`src/rtl/gpio_bus_sequencer.sv`:
```
`default_nettype none
// ============================================================================
// Module   : gpio_bus_sequencer
// Purpose  : Round-robin arbiter that puts A/C 16-bit words onto the GPIO
//            write bus as two gated w_clk byte strobes, MSB first.
// Revision : 1.0 - initial release
// ============================================================================
module gpio_bus_sequencer #(
    parameter logic [7:0]  A_ADDR      = 8'h00,
    parameter logic [7:0]  C_ADDR      = 8'h01,
    parameter logic [7:0]  IDLE_ADDR   = 8'hFF,
    parameter int unsigned HOLD_CYCLES = 4
) (
    input  logic        clk,
    input  logic        rst,
    input  logic        en,
    input  logic [15:0] a_tdata,
    input  logic        a_tvalid,
    output logic        a_tready,
    input  logic [15:0] c_tdata,
    input  logic        c_tvalid,
    output logic        c_tready,
    output logic [31:0] gpio_out,
    output logic        busy,
    output logic [15:0] a_count,
    output logic [15:0] c_count
);

    typedef enum logic [2:0] {
        S_IDLE    = 3'd0,
        S_SETUP   = 3'd1,
        S_STROBE  = 3'd2,
        S_RELEASE = 3'd3,
        S_LOW     = 3'd4
    } state_t;

    localparam logic [7:0] c_HOLD_LAST = 8'(HOLD_CYCLES - 1);

    state_t      r_state;
    logic [7:0]  r_cnt;
    logic        r_hi;
    logic [15:0] r_word;
    logic        r_last_c;      // doubles as "current word belongs to C" while busy
    logic [15:0] r_a_count;
    logic [15:0] r_c_count;
    logic [31:0] r_gpio;
    logic        r_busy;

    state_t      w_state_nxt;
    logic [7:0]  w_cnt_nxt;
    logic        w_hi_nxt;
    logic [15:0] w_word_nxt;
    logic        w_last_c_nxt;
    logic        w_a_inc;
    logic        w_c_inc;
    logic        w_grant_a;
    logic        w_grant_c;
    logic        w_idle_en;
    logic        w_done;
    logic [7:0]  w_byte;
    logic [7:0]  w_tgt;
    logic [31:0] w_gpio_nxt;

    always_comb begin
        w_grant_a = a_tvalid & (~c_tvalid | r_last_c);
        w_grant_c = c_tvalid & (~a_tvalid | ~r_last_c);
        w_idle_en = (r_state == S_IDLE) & en;
        a_tready  = w_idle_en & w_grant_a;
        c_tready  = w_idle_en & w_grant_c;
        w_done    = (r_cnt == 8'd0);
    end

    always_comb begin
        w_state_nxt  = r_state;
        w_cnt_nxt    = r_cnt;
        w_hi_nxt     = r_hi;
        w_word_nxt   = r_word;
        w_last_c_nxt = r_last_c;
        w_a_inc      = 1'b0;
        w_c_inc      = 1'b0;
        if (r_state != S_IDLE && !w_done) begin
            w_cnt_nxt = r_cnt - 8'd1;
        end
        case (r_state)
            S_IDLE: begin
                if (a_tready || c_tready) begin
                    w_word_nxt   = a_tready ? a_tdata : c_tdata;
                    w_last_c_nxt = c_tready;
                    w_hi_nxt     = 1'b1;
                    w_cnt_nxt    = c_HOLD_LAST;
                    w_state_nxt  = S_SETUP;
                end
            end
            S_SETUP: begin
                if (w_done) begin
                    w_cnt_nxt   = c_HOLD_LAST;
                    w_state_nxt = S_STROBE;
                end
            end
            S_STROBE: begin
                if (w_done) begin
                    w_cnt_nxt   = c_HOLD_LAST;
                    w_state_nxt = S_RELEASE;
                end
            end
            S_RELEASE: begin
                if (w_done) begin
                    w_cnt_nxt   = c_HOLD_LAST;
                    w_state_nxt = S_LOW;
                end
            end
            S_LOW: begin
                if (w_done) begin
                    if (r_hi) begin
                        w_hi_nxt    = 1'b0;
                        w_cnt_nxt   = c_HOLD_LAST;
                        w_state_nxt = S_SETUP;
                    end else begin
                        w_a_inc     = ~r_last_c;
                        w_c_inc     = r_last_c;
                        w_state_nxt = S_IDLE;
                    end
                end
            end
            default: begin
                w_state_nxt = S_IDLE;
            end
        endcase
    end

    // Bus image is derived from the next state so the registered output
    // lines up with the state it describes.
    always_comb begin
        w_byte = w_hi_nxt ? w_word_nxt[15:8] : w_word_nxt[7:0];
        w_tgt  = w_last_c_nxt ? C_ADDR : A_ADDR;
        case (w_state_nxt)
            S_SETUP:   w_gpio_nxt = {8'h00, IDLE_ADDR, 8'h00, w_byte};
            S_STROBE:  w_gpio_nxt = {8'h80, w_tgt,     8'h00, w_byte};
            S_RELEASE: w_gpio_nxt = {8'h80, IDLE_ADDR, 8'h00, w_byte};
            S_LOW:     w_gpio_nxt = {8'h00, IDLE_ADDR, 8'h00, w_byte};
            default:   w_gpio_nxt = {8'h00, IDLE_ADDR, 16'h0000};
        endcase
    end

    always_ff @(posedge clk) begin
        if (rst) begin
            r_state   <= S_IDLE;
            r_cnt     <= 8'd0;
            r_hi      <= 1'b0;
            r_word    <= 16'h0000;
            r_last_c  <= 1'b1;
            r_a_count <= 16'h0000;
            r_c_count <= 16'h0000;
            r_gpio    <= {8'h00, IDLE_ADDR, 16'h0000};
            r_busy    <= 1'b0;
        end else begin
            r_state  <= w_state_nxt;
            r_cnt    <= w_cnt_nxt;
            r_hi     <= w_hi_nxt;
            r_word   <= w_word_nxt;
            r_last_c <= w_last_c_nxt;
            r_gpio   <= w_gpio_nxt;
            r_busy   <= (w_state_nxt != S_IDLE);
            if (w_a_inc) begin
                r_a_count <= r_a_count + 16'd1;
            end
            if (w_c_inc) begin
                r_c_count <= r_c_count + 16'd1;
            end
        end
    end

    assign gpio_out = r_gpio;
    assign busy     = r_busy;
    assign a_count  = r_a_count;
    assign c_count  = r_c_count;

endmodule
`default_nettype wire

```
`config.mk`:
```
export PLATFORM = sky130hd
export DESIGN_NAME = gpio_bus_sequencer
export DESIGN_NICKNAME = d
export VERILOG_FILES = /design/src/rtl/gpio_bus_sequencer.sv
export SDC_FILE = /design/constraint.sdc
export NUM_CORES = 1
export LEC_CHECK = 0
export ABC_AREA = 0
export CAP_MARGIN = 20
export CORE_AREA = 3 3 111 113
export CTS_CLUSTER_DIAMETER = 150
export CTS_CLUSTER_SIZE = 20
export DETAILED_ROUTE_END_ITERATION = 16
export DIE_AREA = 0 0 114 116
export GPL_ROUTABILITY_DRIVEN = 0
export GPL_TIMING_DRIVEN = 0
export PLACE_DENSITY = 0.58
export REMOVE_ABC_BUFFERS = 1
export SYNTH_ARGS = -nofsm -noshare
export SYNTH_HDL_FRONTEND = slang
export SYNTH_SLANG_ARGS = --single-unit
```
`constraint.sdc`:
```
create_clock -name clk -period 3.4 [get_ports clk]
set_clock_uncertainty 0.05 [all_clocks]
set_input_delay 0.68 -clock clk [delete_from_list [all_inputs] [get_ports clk]]
set_output_delay 0.68 -clock clk [all_outputs]
set_load 0.01 [all_outputs]
```
## Word-level counts from Yosys, hierarchy flattened

Cells that the tools add are included.

| word-level totals | value |
|---|---|
| flip-flop bits (word level) | 94 |

| cells by class | value |
|---|---|
| $add $sub $neg | 3 |
| equality and inequality tests | 8 |
| multiplexer cells | 30 |
| bitwise operators | 10 |
| reduce and logical (&&, ||, !) cells | 9 |

Operators by type and width:

| operator | number |
|---|---|
| $pmux 32 s3 | 1 |
| $mux 16 | 3 |
| $mux 8 | 6 |
| $add 16x1->16 const B | 2 |
| $pmux 8 s3 | 1 |
| $mux 3 | 5 |
| $pmux 3 s5 | 1 |
| $eq 3x2->1 const B | 4 |
| $mux 1 | 12 |
| $logic_not 8->1 | 1 |
| $sub 8x1->8 const B | 1 |
| $eq 3x1->1 const B | 2 |
| $eq 3x3->1 const B | 2 |
| $reduce_bool 3->1 | 2 |
| $and 1x1->1 | 5 |
| $logic_not 3->1 | 1 |
| $not 1->1 | 3 |
| $reduce_or 3->1 | 1 |
| $or 1x1->1 | 2 |
| $pmux 1 s2 | 1 |
| $reduce_or 2->1 | 1 |
| $logic_and 1x1->1 | 1 |
| $logic_not 1->1 | 1 |
| $logic_or 1x1->1 | 1 |

## Depth between registers and ports, before layout

| depth | value |
|---|---|
| depth after elaboration | 10 |
| gate-level depth with buffers | 8 |

## Worst setup path after synthesis

Ideal clock, no wire load.

| timing | value |
|---|---|
| path type | input to output |
| from | input port c_tvalid |
| to | output port a_tready |
| arrival | 1.481 ns |
| data required time | 2.670 ns |
| setup slack | 1.189 ns |
| stages | 5 |
| buffers on the path | 2 |
| path through | nand2b_1 > buf_2 > nand3_1 > clkbuf_1 > inv_1 |

| between the ends | value |
|---|---|
| longest elaborated chain between the ends | 4 |

Ends and longest elaborated chain:

| item | RTL line | text |
|---|---|---|
| from (decl) | 21 | `input logic c_tvalid,` |
| $not 1->1 | 65 | `w_grant_a = a_tvalid & (~c_tvalid \| r_last_c);` |
| $or 1x1->1 | 65 |  |
| $and 1x1->1 | 65 |  |
| $and 1x1->1 | 68 | `a_tready = w_idle_en & w_grant_a;` |
| to (decl) | 19 | `output logic a_tready,` |

No other way between the ends.

## Final worst setup path

| timing | value |
|---|---|
| from | input port en |
| to | output port c_tready |

| between the ends | value |
|---|---|
| longest elaborated chain between the ends | 2 |

Ends and longest elaborated chain:

| item | RTL line | text |
|---|---|---|
| from (decl) | 16 | `input logic en,` |
| $and 1x1->1 | 67 | `w_idle_en = (r_state == S_IDLE) & en;` |
| $and 1x1->1 | 69 | `c_tready = w_idle_en & w_grant_c;` |
| to (decl) | 22 | `output logic c_tready,` |

No other way between the ends.

==> results.tsv <==
metric	value	unit
status	complete, no violations	
Main synth FF type	dfxtp_1	
leading cell type in the layout, fill and taps excluded	clkdlybuf4s50_1	
Syn Inst Count	429	
overall die area	13200	um2
DR WL met3	512	um
Most common cell on crit path	clkdlybuf4s50_1	
share of cells above drive strength 1	0.101	
Crit. End Element	output port	
Synthesis Warnings	0	
worst min path class	reg2reg	
Critical Path Fanout Max	13	
Remaining Overflow, GRT	0	
clock latency on the worst-skew pair	0.34	ns
GRT Overall Usage	0.138	
Reg power frac	0.340	
Max Root-Sink Buffers	2	
PortBufs	88	
Setup crit start kind	primary input	
Clk pwr share	0.319	
top layer used by detailed routing	met4	
Die Span Y	116	um
Critical Path Max Stage Delay	0.58	ns
clock slew seen by the registers of the worst setup and hold paths	0.06	ns
hold_ws	0.434	ns
register area share after synthesis	0.388	
Worst-Margin Slew	0.780	ns
Finished Cell Area	4990	um2
CTS sink cnt	73	
R2R cell count	6	
placed cells	629	
Final Critical Period	3.29	ns
final hold violations	0	
fin crit share	0.969	
initial core utilization	0.330	
first-pass GRT wire length	14800	um
syn_area_per_cell	8.78	um2
largest net degree at the start of global routing	44	
Syn Std Cell Area	3770	um2
post-layout util	0.437	
CP arrival	2.56	ns
TritonCTS clock tree	yes	
Layout Nets	539	
switching pwr	1150	uW
Fill cells	1138	
DR iter-0 viols	260	
met2 WL	4270	um
routed length per instance	14.2	um
clock root buffer	clkbuf_16	
crit path cell chain	clkdlybuf4s50_1 -> nor4b_4 -> buf_4 -> nand2_1 -> a21oi_1 -> clkdlybuf4s50_1	
worst vdd ir	328	uV
P per Cell Area	658	nW/um2
Syn-to-layout area delta	32.4	%
DRC violations left	0	
number of antenna diodes	0	
Num CTS Buffers	9	
Power Internal	2130	uW
relative slew slack	0.480	
switching share of total power	0.351	
Final setup viols	0	
Static Leak	0.00180	uW
met1 WL	4270	um
vias in the first global route	3094	
Die X	114	um
Finished Layout Cells	647	
WP data required	2.67	ns
ys async rst share	0	
fmax	0.304	GHz
Worst Hold Path Cells	2	
Yosys reg bits	73	
DR vias	3332	
drt first pass iters	4	
core area	11400	um2
most frequent cells in the layout	87 x clkdlybuf4s50_1, 73 x dfxtp_1, 41 x nor2_1, 27 x a21oi_1, 20 x o21ai_0	
Rows	39	
max-cap viol count	0	
H-tree lvl count	3	
setup tns final	0	ns
logic gate share of total power	0.341	
Top Ports	104	
kind of critical path	in2out	
final-report max-slew violation count	0	
Antenna Nets Post-Route	0	
Vias/cell	5.15	
initial antenna violation count	0	
slowest CP cell	clkdlybuf4s50_1	
post-synth cell types	60	
hpwl dp	6420	um
Post-synth EDFFs	0	
Post-DP Area	4620	um2
final wirelength	9170	um
## cells in the mapped netlist (3+ instances only)
library cell	n	share of area
nor2b_1	17	0.028
nor2_1	41	0.041
buf_2	8	0.011
or3_1	15	0.025
mux2_2	11	0.033
nor3_1	15	0.020
a31oi_1	7	0.012
a221oi_1	4	0.0093
nand3_1	18	0.024
or3b_2	3	0.0070
xor2_1	7	0.016
a21oi_1	27	0.036
buf_4	22	0.044
nand4_1	12	0.020
o21ai_0	20	0.027
a211oi_1	9	0.018
nor3b_1	3	0.0060
a32o_1	7	0.019
and4_1	5	0.012
ha_1	3	0.010
mux2i_1	10	0.027
inv_1	13	0.013
xnor2_1	3	0.0070
o31ai_1	5	0.010
nand2_1	14	0.014
or4_1	4	0.0080
dfxtp_1	73	0.39
clkbuf_1	14	0.014
nor4_1	3	0.0050
## worst paths after layout
path / end / slack [ns] / from
worst min-delay path: a_count[15]$_SDFFE_PP0P_ / 0.43 / a_count[15]$_SDFFE_PP0P_
worst max-delay path: c_tready / 0.11 / en
worst max register to register: c_count[15]$_SDFFE_PP0P_ / 0.58 / r_cnt[0]$_SDFF_PP0_
worst min register to register: a_count[15]$_SDFFE_PP0P_ / 0.43 / a_count[15]$_SDFFE_PP0P_
## final cells by class
class | instances | area (um2) | area share
Tap cell | 143 | 179 | 0.0359
Multi-Input combinational cell | 310 | 2050 | 0.410
Sequential cell | 73 | 1460 | 0.293
Clock buffer | 9 | 225 | 0.0452
Inverter | 13 | 48.8 | 0.00978
Clock inverter | 7 | 100 | 0.0201
Timing Repair Buffer | 92 | 926 | 0.186
## state kept, by name, summed over array words and instances (netlist names)
signal,cells
r_word,16
r_last_c,1
busy,1
r_cnt,8
gpio_out,11
r_state,3
c_count,16
r_hi,1
a_count,16
## worst max-delay path: cells and delay by family
kind	cells	cell delay (ns)
AO/OA/AOI/OAI	1	0.17
buffers and inverters	3	1.34
AND/OR/NAND/NOR	2	0.38
## kinds of logic after synthesis
kind of cell | count (synthesis) | synth area share
adder cells (fa/ha/maj) | 3 | 0.00997
flip-flops | 73 | 0.388
XOR/XNOR | 10 | 0.0233
AO/OA/AOI/OAI | 95 | 0.171
other | 1 | 0.000996
buffers and inverters | 60 | 0.0864
AND/OR/NAND/NOR | 166 | 0.261
multiplexers | 21 | 0.0595
## through the flow
step           total power [uW]  worst slack, ns
2_1_floorplan              1820            0.759
3_3_place_gp               2180           -0.720
3_5_place_dp               2210           -0.423
4_1_cts                    3280            0.136
5_1_grt                    3480         -0.00983
6_report                   3280            0.105
## power by group through the flow
| stage | sequential [uW] | clock, uW | combinational [uW] |
|---|---|---|---|
| floorplan | 1140 | 0 | 683 |
| global placement | 1130 | 0 | 1050 |
| detailed placement | 1130 | 0 | 1080 |
| CTS | 1120 | 1060 | 1100 |
| global route | 1130 | 1100 | 1240 |
| finish | 1120 | 1040 | 1120 |
## what timing repair did
item | in CTS | in global routing
gates resized for setup | 1 | 2
buffers inserted | 1 | 0
hold buffers | 0 | 0
setup endpoints to repair | 1 | 1
pin swaps | 0 | 0
## layer usage
layer | vias up | global-route usage
met4 | 0 | 0.0420
li1 | 1684 | -
met3 | 11 | 0.0428
met2 | 86 | 0.219
met5 | - | 0
met1 | 1551 | 0.181
No activity file was read; power rests on OpenSTA's default activity.
